**src/rtl/wb_stage.sv**
```systemverilog
// wb_stage - write-back stage of the RV32I pipeline.
//
// Aligns and sign/zero-extends load data, selects between load data and the
// ALU result, writes the integer register file, serves the ID-stage read
// ports with same-cycle write-through, and counts retired register writes.
//
// Ports
//   clk, rst_n         clock, asynchronous active-low reset
//   cmd_ld_wb          instruction in WB is a load
//   ld_code_wb[2:0]    load funct3 (LB/LH/LW/LBU/LHU)
//   rd_adr_wb[4:0]     destination register
//   rd_data_wb[31:0]   ALU result / load effective address
//   wbk_rd_reg_wb      write-back request
//   ld_data_wb[31:0]   raw word returned by RAM or IO
//   stall, stall_1shot, stall_dly   stall level, first stall cycle, delayed stall
//   rst_pipe           synchronous pipeline flush
//   rs1/rs2_adr_id     ID read addresses; rs1/rs2_data_id combinational data
//   wbk_en/adr/data_fw forwarding of the write made this cycle
//   wbk_en/adr/data_dly  the same, one cycle older
//   retire_cnt         count of committed register writes
module wb_stage #(
  parameter int CNT_WIDTH     = 64,
  parameter bit RF_CLR_ON_RST = 1'b1
) (
  input  logic                 clk,
  input  logic                 rst_n,
  input  logic                 cmd_ld_wb,
  input  logic [2:0]           ld_code_wb,
  input  logic [4:0]           rd_adr_wb,
  input  logic [31:0]          rd_data_wb,
  input  logic                 wbk_rd_reg_wb,
  input  logic [31:0]          ld_data_wb,
  input  logic                 stall,
  input  logic                 stall_1shot,
  input  logic                 stall_dly,
  input  logic                 rst_pipe,
  input  logic [4:0]           rs1_adr_id,
  input  logic [4:0]           rs2_adr_id,
  output logic [31:0]          rs1_data_id,
  output logic [31:0]          rs2_data_id,
  output logic                 wbk_en_fw,
  output logic [4:0]           wbk_adr_fw,
  output logic [31:0]          wbk_data_fw,
  output logic                 wbk_en_dly,
  output logic [4:0]           wbk_adr_dly,
  output logic [31:0]          wbk_data_dly,
  output logic [CNT_WIDTH-1:0] retire_cnt
);

  // The stall level itself is not needed: the 1-shot/delayed pair fully
  // describes when the hold register is captured and consumed.
  logic unused_stall;
  assign unused_stall = stall;

  // Load data arrives only in the first stall cycle; hold it so the aligner
  // still sees it when the stall releases.
  logic [31:0] ld_hold_reg;
  always_ff @(posedge clk or negedge rst_n) begin
    if (!rst_n)           ld_hold_reg <= '0;
    else if (rst_pipe)    ld_hold_reg <= '0;
    else if (stall_1shot) ld_hold_reg <= ld_data_wb;
  end

  logic [31:0] ld_raw;
  assign ld_raw = stall_dly ? ld_hold_reg : ld_data_wb;

  // Aligner
  logic [7:0]  ld_byte;
  logic [15:0] ld_half;
  logic [31:0] ld_aligned;

  always_comb begin
    ld_byte = ld_raw[7:0];
    case (rd_data_wb[1:0])
      2'd0: ld_byte = ld_raw[7:0];
      2'd1: ld_byte = ld_raw[15:8];
      2'd2: ld_byte = ld_raw[23:16];
      2'd3: ld_byte = ld_raw[31:24];
      default: ld_byte = ld_raw[7:0];
    endcase
  end

  // Misaligned halfword offsets fall back to the enclosing half.
  assign ld_half = rd_data_wb[1] ? ld_raw[31:16] : ld_raw[15:0];

  always_comb begin
    ld_aligned = 32'd0;
    case (ld_code_wb)
      3'b000: ld_aligned = {{24{ld_byte[7]}}, ld_byte};
      3'b001: ld_aligned = {{16{ld_half[15]}}, ld_half};
      3'b010: ld_aligned = ld_raw;
      3'b100: ld_aligned = {24'd0, ld_byte};
      3'b101: ld_aligned = {16'd0, ld_half};
      default: ld_aligned = 32'd0;
    endcase
  end

  // Forwarding; a flush suppresses both the write and its count.
  assign wbk_data_fw = cmd_ld_wb ? ld_aligned : rd_data_wb;
  assign wbk_en_fw   = wbk_rd_reg_wb & (rd_adr_wb != 5'd0) & ~rst_pipe;
  assign wbk_adr_fw  = rd_adr_wb;

  // Register file x1..x31; x0 has no storage.
  logic [31:0] rf_reg [1:31];

  generate
    if (RF_CLR_ON_RST) begin : g_rf_clr
      always_ff @(posedge clk or negedge rst_n) begin
        if (!rst_n) begin
          for (int i = 1; i < 32; i++) rf_reg[i] <= '0;
        end else if (wbk_en_fw) begin
          rf_reg[rd_adr_wb] <= wbk_data_fw;
        end
      end
    end else begin : g_rf_noclr
      always_ff @(posedge clk) begin
        if (wbk_en_fw) rf_reg[rd_adr_wb] <= wbk_data_fw;
      end
    end
  endgenerate

  // Read ports with write-through so ID sees the WB result before it lands.
  logic [4:0]  rd_port_adr  [2];
  logic [31:0] rd_port_data [2];
  assign rd_port_adr[0] = rs1_adr_id;
  assign rd_port_adr[1] = rs2_adr_id;

  generate
    for (genvar gi = 0; gi < 2; gi++) begin : g_rd_port
      always_comb begin
        if (rd_port_adr[gi] == 5'd0)
          rd_port_data[gi] = 32'd0;
        else if (wbk_en_fw && (rd_port_adr[gi] == rd_adr_wb))
          rd_port_data[gi] = wbk_data_fw;
        else
          rd_port_data[gi] = rf_reg[rd_port_adr[gi]];
      end
    end
  endgenerate

  assign rs1_data_id = rd_port_data[0];
  assign rs2_data_id = rd_port_data[1];

  // Delayed forwarding copy, never stall-gated.
  always_ff @(posedge clk or negedge rst_n) begin
    if (!rst_n) begin
      wbk_en_dly   <= 1'b0;
      wbk_adr_dly  <= '0;
      wbk_data_dly <= '0;
    end else begin
      wbk_en_dly   <= rst_pipe ? 1'b0 : wbk_en_fw;
      wbk_adr_dly  <= wbk_adr_fw;
      wbk_data_dly <= wbk_data_fw;
    end
  end

  // Retired-write counter, wraps naturally; survives pipeline flushes.
  always_ff @(posedge clk or negedge rst_n) begin
    if (!rst_n)         retire_cnt <= '0;
    else if (wbk_en_fw) retire_cnt <= retire_cnt + 1'b1;
  end

endmodule

```
**config.mk**
```make
export PLATFORM = sky130hd
export DESIGN_NAME = wb_stage
export DESIGN_NICKNAME = d
export VERILOG_FILES = /design/src/rtl/wb_stage.sv
export SDC_FILE = /design/constraint.sdc
export NUM_CORES = 2
export LEC_CHECK = 0
export CAP_MARGIN = 10
export CORE_UTILIZATION = 45
export DETAILED_ROUTE_END_ITERATION = 12
export PLACE_DENSITY_LB_ADDON = 0.1
export SYNTH_ARGS = -nofsm -noshare
export SYNTH_HDL_FRONTEND = slang
export SYNTH_SLANG_ARGS = --single-unit
```
**constraint.sdc**
```tcl
create_clock -name clk -period 2.3 [get_ports clk]
set_input_delay 0.23 -clock clk [delete_from_list [all_inputs] [get_ports clk]]
set_output_delay 0.23 -clock clk [all_outputs]
set_load 0.005 [all_outputs]
```
==> summary.md <==
| Metric | Value |
|---|---|
| Cell Rows | 132 |
| Synth area leaders | dfrtp_1 48%, mux4_2 14%, o21ai_0 5.1%, mux2i_1 4.9%, nand2_1 4.3% |
| Max reg flops | approximately 1000 |
| GR Util All Layers | 36.78% |
| Via/cell ratio | 6.156 |
| Core area | 130000 um2 |
| Routed WL per cell | 28.37 um |
| Async S/R FF share, synth | 100.0% |
| Main synth FF type | dfrtp_1 |
| Die ar. | between 100000 and 150000 um2 |
| Hold path endpoint | ld_hold_reg[12]$_DFFE_PN0P_ |
| FF-to-FF setup slack | -260 ps |
| Syn Area/Cell | between 10 and 15 um2 |
| Setup TNS | -144680 ps |
| Post-Syn Area | 59230 um2 |
| Cells on Worst Hold Path | 3 |
| Synth area leader | dfrtp_1 |
| Routed WL | 245000 um |
| Dpl hpwl | ~170000 um |
| Status | finished with violations |
| Share of layout cells above drive strength 1 | 37.04% |
| DR vias | 53.17k |
| Slew headroom | 53.43% |
| Critical Path AT | 3060 ps |
| Post-synth EDFFs | 0 |
| Leakage Power | 36.98 nW |
| Reg2Reg Launch Point | ld_hold_reg[31]$_DFFE_PN0P_ |
| CP max stage cell | mux4_2 |
| Final #Nets | about 6.9k |
| Critical path fanouts, max | 6 |
| Worst-path cell chain | mux4_2 > mux2_4 > and2_4 > buf_12 > a211oi_4 > buf_12 > buf_12 > mux2i_1 > buf_2 |
| First-pass DRT Iterations | 6 |
| Register area share after synthesis | 47.57% |
| Reg2reg end | rf_reg[951]$_DFFE_PN0P_ |
| Pins Over Slew Limit | 0 |
| CP dominant cell by count | buf_12 |
| Dpl ws | -1273 ps |
| Port Buf Inserts | 292 |
| Crit path launch type | register |
| DR iter-0 viols | 5932 |
| Fin worst setup slack | -987.4 ps |
| Num ports | 294 |
| CP peak stage delay | 490 ps |
| CTS Root Cell | clkbuf_16 |
| Largest net degree at the start of global routing | around 120 |
| Multi-input logic area | slightly above 30000 um2 |
| Fmax | 0.3042 GHz |
| TritonCTS buffer count | between 100 and 150 |
| Antenna violations before repair | 6 |
| Max-cap violations | 0 |
| Synth cell types | 74 |
| Cell Area, Placed | 73660 um2 |
| Worst hold start | stall_1shot |
| Crit. End Element | primary output |
| Final setup fails | 745 |
| Total gr overflow | 0 |
| Peak VDD IR | between 800 and 900 uV |
| Die height | 364.8 um |
| Clock-pin slew on the worst setup and hold paths | 60 ps |
| Pwr per Cell Area | 742.2 nW/um2 |
| Vias in the first global route | about 52k |
| Yosys warning count | 0 |
| Cells after synthesis | 5601 |
| Final period demand of the worst path | 3287 ps |
| Htree depth | 4 |
| Drc violations | 0 |
| Worst slew pin tran | about 680 ps |
| WS Path Type | reg2out |
| #FFs+latches synth | 1126 |
| Min-Delay Path Class | in2reg |
| CTS tree | yes |
| CTS max path bufs | 3 |
| First-pass GRT wire length | 354900 um |
| Post-route clock period utilization | 142.9% |
| Post-route ant nets | 0 |
| Top-area cell type share of the netlist area | between 40 and 50% |
| FF-to-FF path depth | 10 |
| Layout area overhead | 37.91% |
| Failing checks | setup timing |
| Clock latency on the worst-skew pair | 790 ps |
| Initial Utilization | 45.57% |
| Synthesized Nets | approximately 5.7k |
| RD Place Congestion | between 0.9 and 1 |
| Setup repair after global routing missed its margin | true |
| Synth cell count leaders | 1126 x dfrtp_1, 684 x nand2_1, 599 x o21ai_0 |
| Final Hold Fails | 0 |
| Most common cell in the synthesized netlist | dfrtp_1 |
| Clock net sink count | 1126 |
| Final instance area | 81680 um2 |
| Final core occ | 62.84% |
| Worst EP required | 2070 ps |
| Clk_skew | 29.23 ps |
| Filler Cell Count | between 10k and 15k |
| Sequential Area | 28180 um2 |
| Die width | between 300 and 400 um |
power breakdown:
| part | switching, W | internal, W | total (W) |
|---|---|---|---|
| logic | 0.00690 | 0.00769 | 0.0146 |
| registers | 0.00185 | 0.0224 | 0.0243 |
| clock network | 0.00890 | 0.0129 | 0.0218 |
worst max-delay path: cells and delay by family, from the launching register on:
kind            cells  cell delay, ps
mux                 3             860
buf+inv             4             610
flops               1             400
simple gates        1             210
compound gates      1             190
cells by family after synthesis:
logic type	share of synthesized area [%]
xor gates and xnor gates	1.079
AOI/OAI and AO/OA	14.18
DFF	47.57
adders and majority gates	0.02112
and+or+nand+nor	10.50
buffers and inverters	4.451
muxes	22.20
area by class of cell:
cell class / count / share of cell area, %
well taps: 1742 / 2.668
clock inverters: 36 / 0.5162
diodes: 6 / 0.01838
clock buffers: 204 / 4.932
inverters: 49 / 0.3416
multi-input cells: 3858 / 37.09
repair buffers: 1616 / 19.94
flip-flops and latches: 1126 / 34.50
worst max-delay path by stage:
stage / startpoint / endpoint
2_1_floorplan: ld_hold_reg[31]$_DFFE_PN0P_ / rs2_data_id[28]
3_3_place_gp: rd_adr_wb[0] / rs1_data_id[17]
3_5_place_dp: rd_adr_wb[0] / rs1_data_id[17]
4_1_cts: ld_hold_reg[31]$_DFFE_PN0P_ / rs1_data_id[23]
5_1_grt: ld_hold_reg[31]$_DFFE_PN0P_ / rs2_data_id[19]
6_report: ld_hold_reg[31]$_DFFE_PN0P_ / rs2_data_id[19]
metrics by stage:
stage | std cells | total power (W) | hold slack, ps
finish | 8637 | 0.06063 | 56.55
global route | 8633 | 0.06281 | 51.65
global placement | 8259 | 0.03735 | 167.6
floorplan | 5601 | 0.03084 | -65.59
detailed placement | 8259 | 0.03768 | 169.6
CTS | 8586 | 0.05999 | 13.15
metal layers:
metal,vias up,track usage [%],part of all wire [%]
li1,22762,-,-
met1,26994,51.12,40
met2,2850,55.93,45
met3,561,7.991,10
met4,4,15.04,4.3
met5,-,0,0.011
layout by cell type (no fill, tap or decap), types with 68 or more instances in the layout:
master,instances
clkdlybuf4s50_1,184
o21ai_2,100
nor2_1,574
buf_6,81
mux2_2,172
clkbuf_16,149
nand2_1,671
o21ai_0,464
a21oi_2,68
buf_12,224
dfrtp_1,1125
mux4_2,365
a21oi_1,422
buf_4,999
mux2i_1,270
what timing repair did:
action	4_1_cts	5_1_grt
hold buffers	2	0
endpoints found under the hold margin	799	0
buffers inserted	87	49
cloned	14	14
resized for setup	723	353
pin swaps	94	91
setup endpoints to repair	838	854
Note: power is estimated with default switching activity, not from simulation.
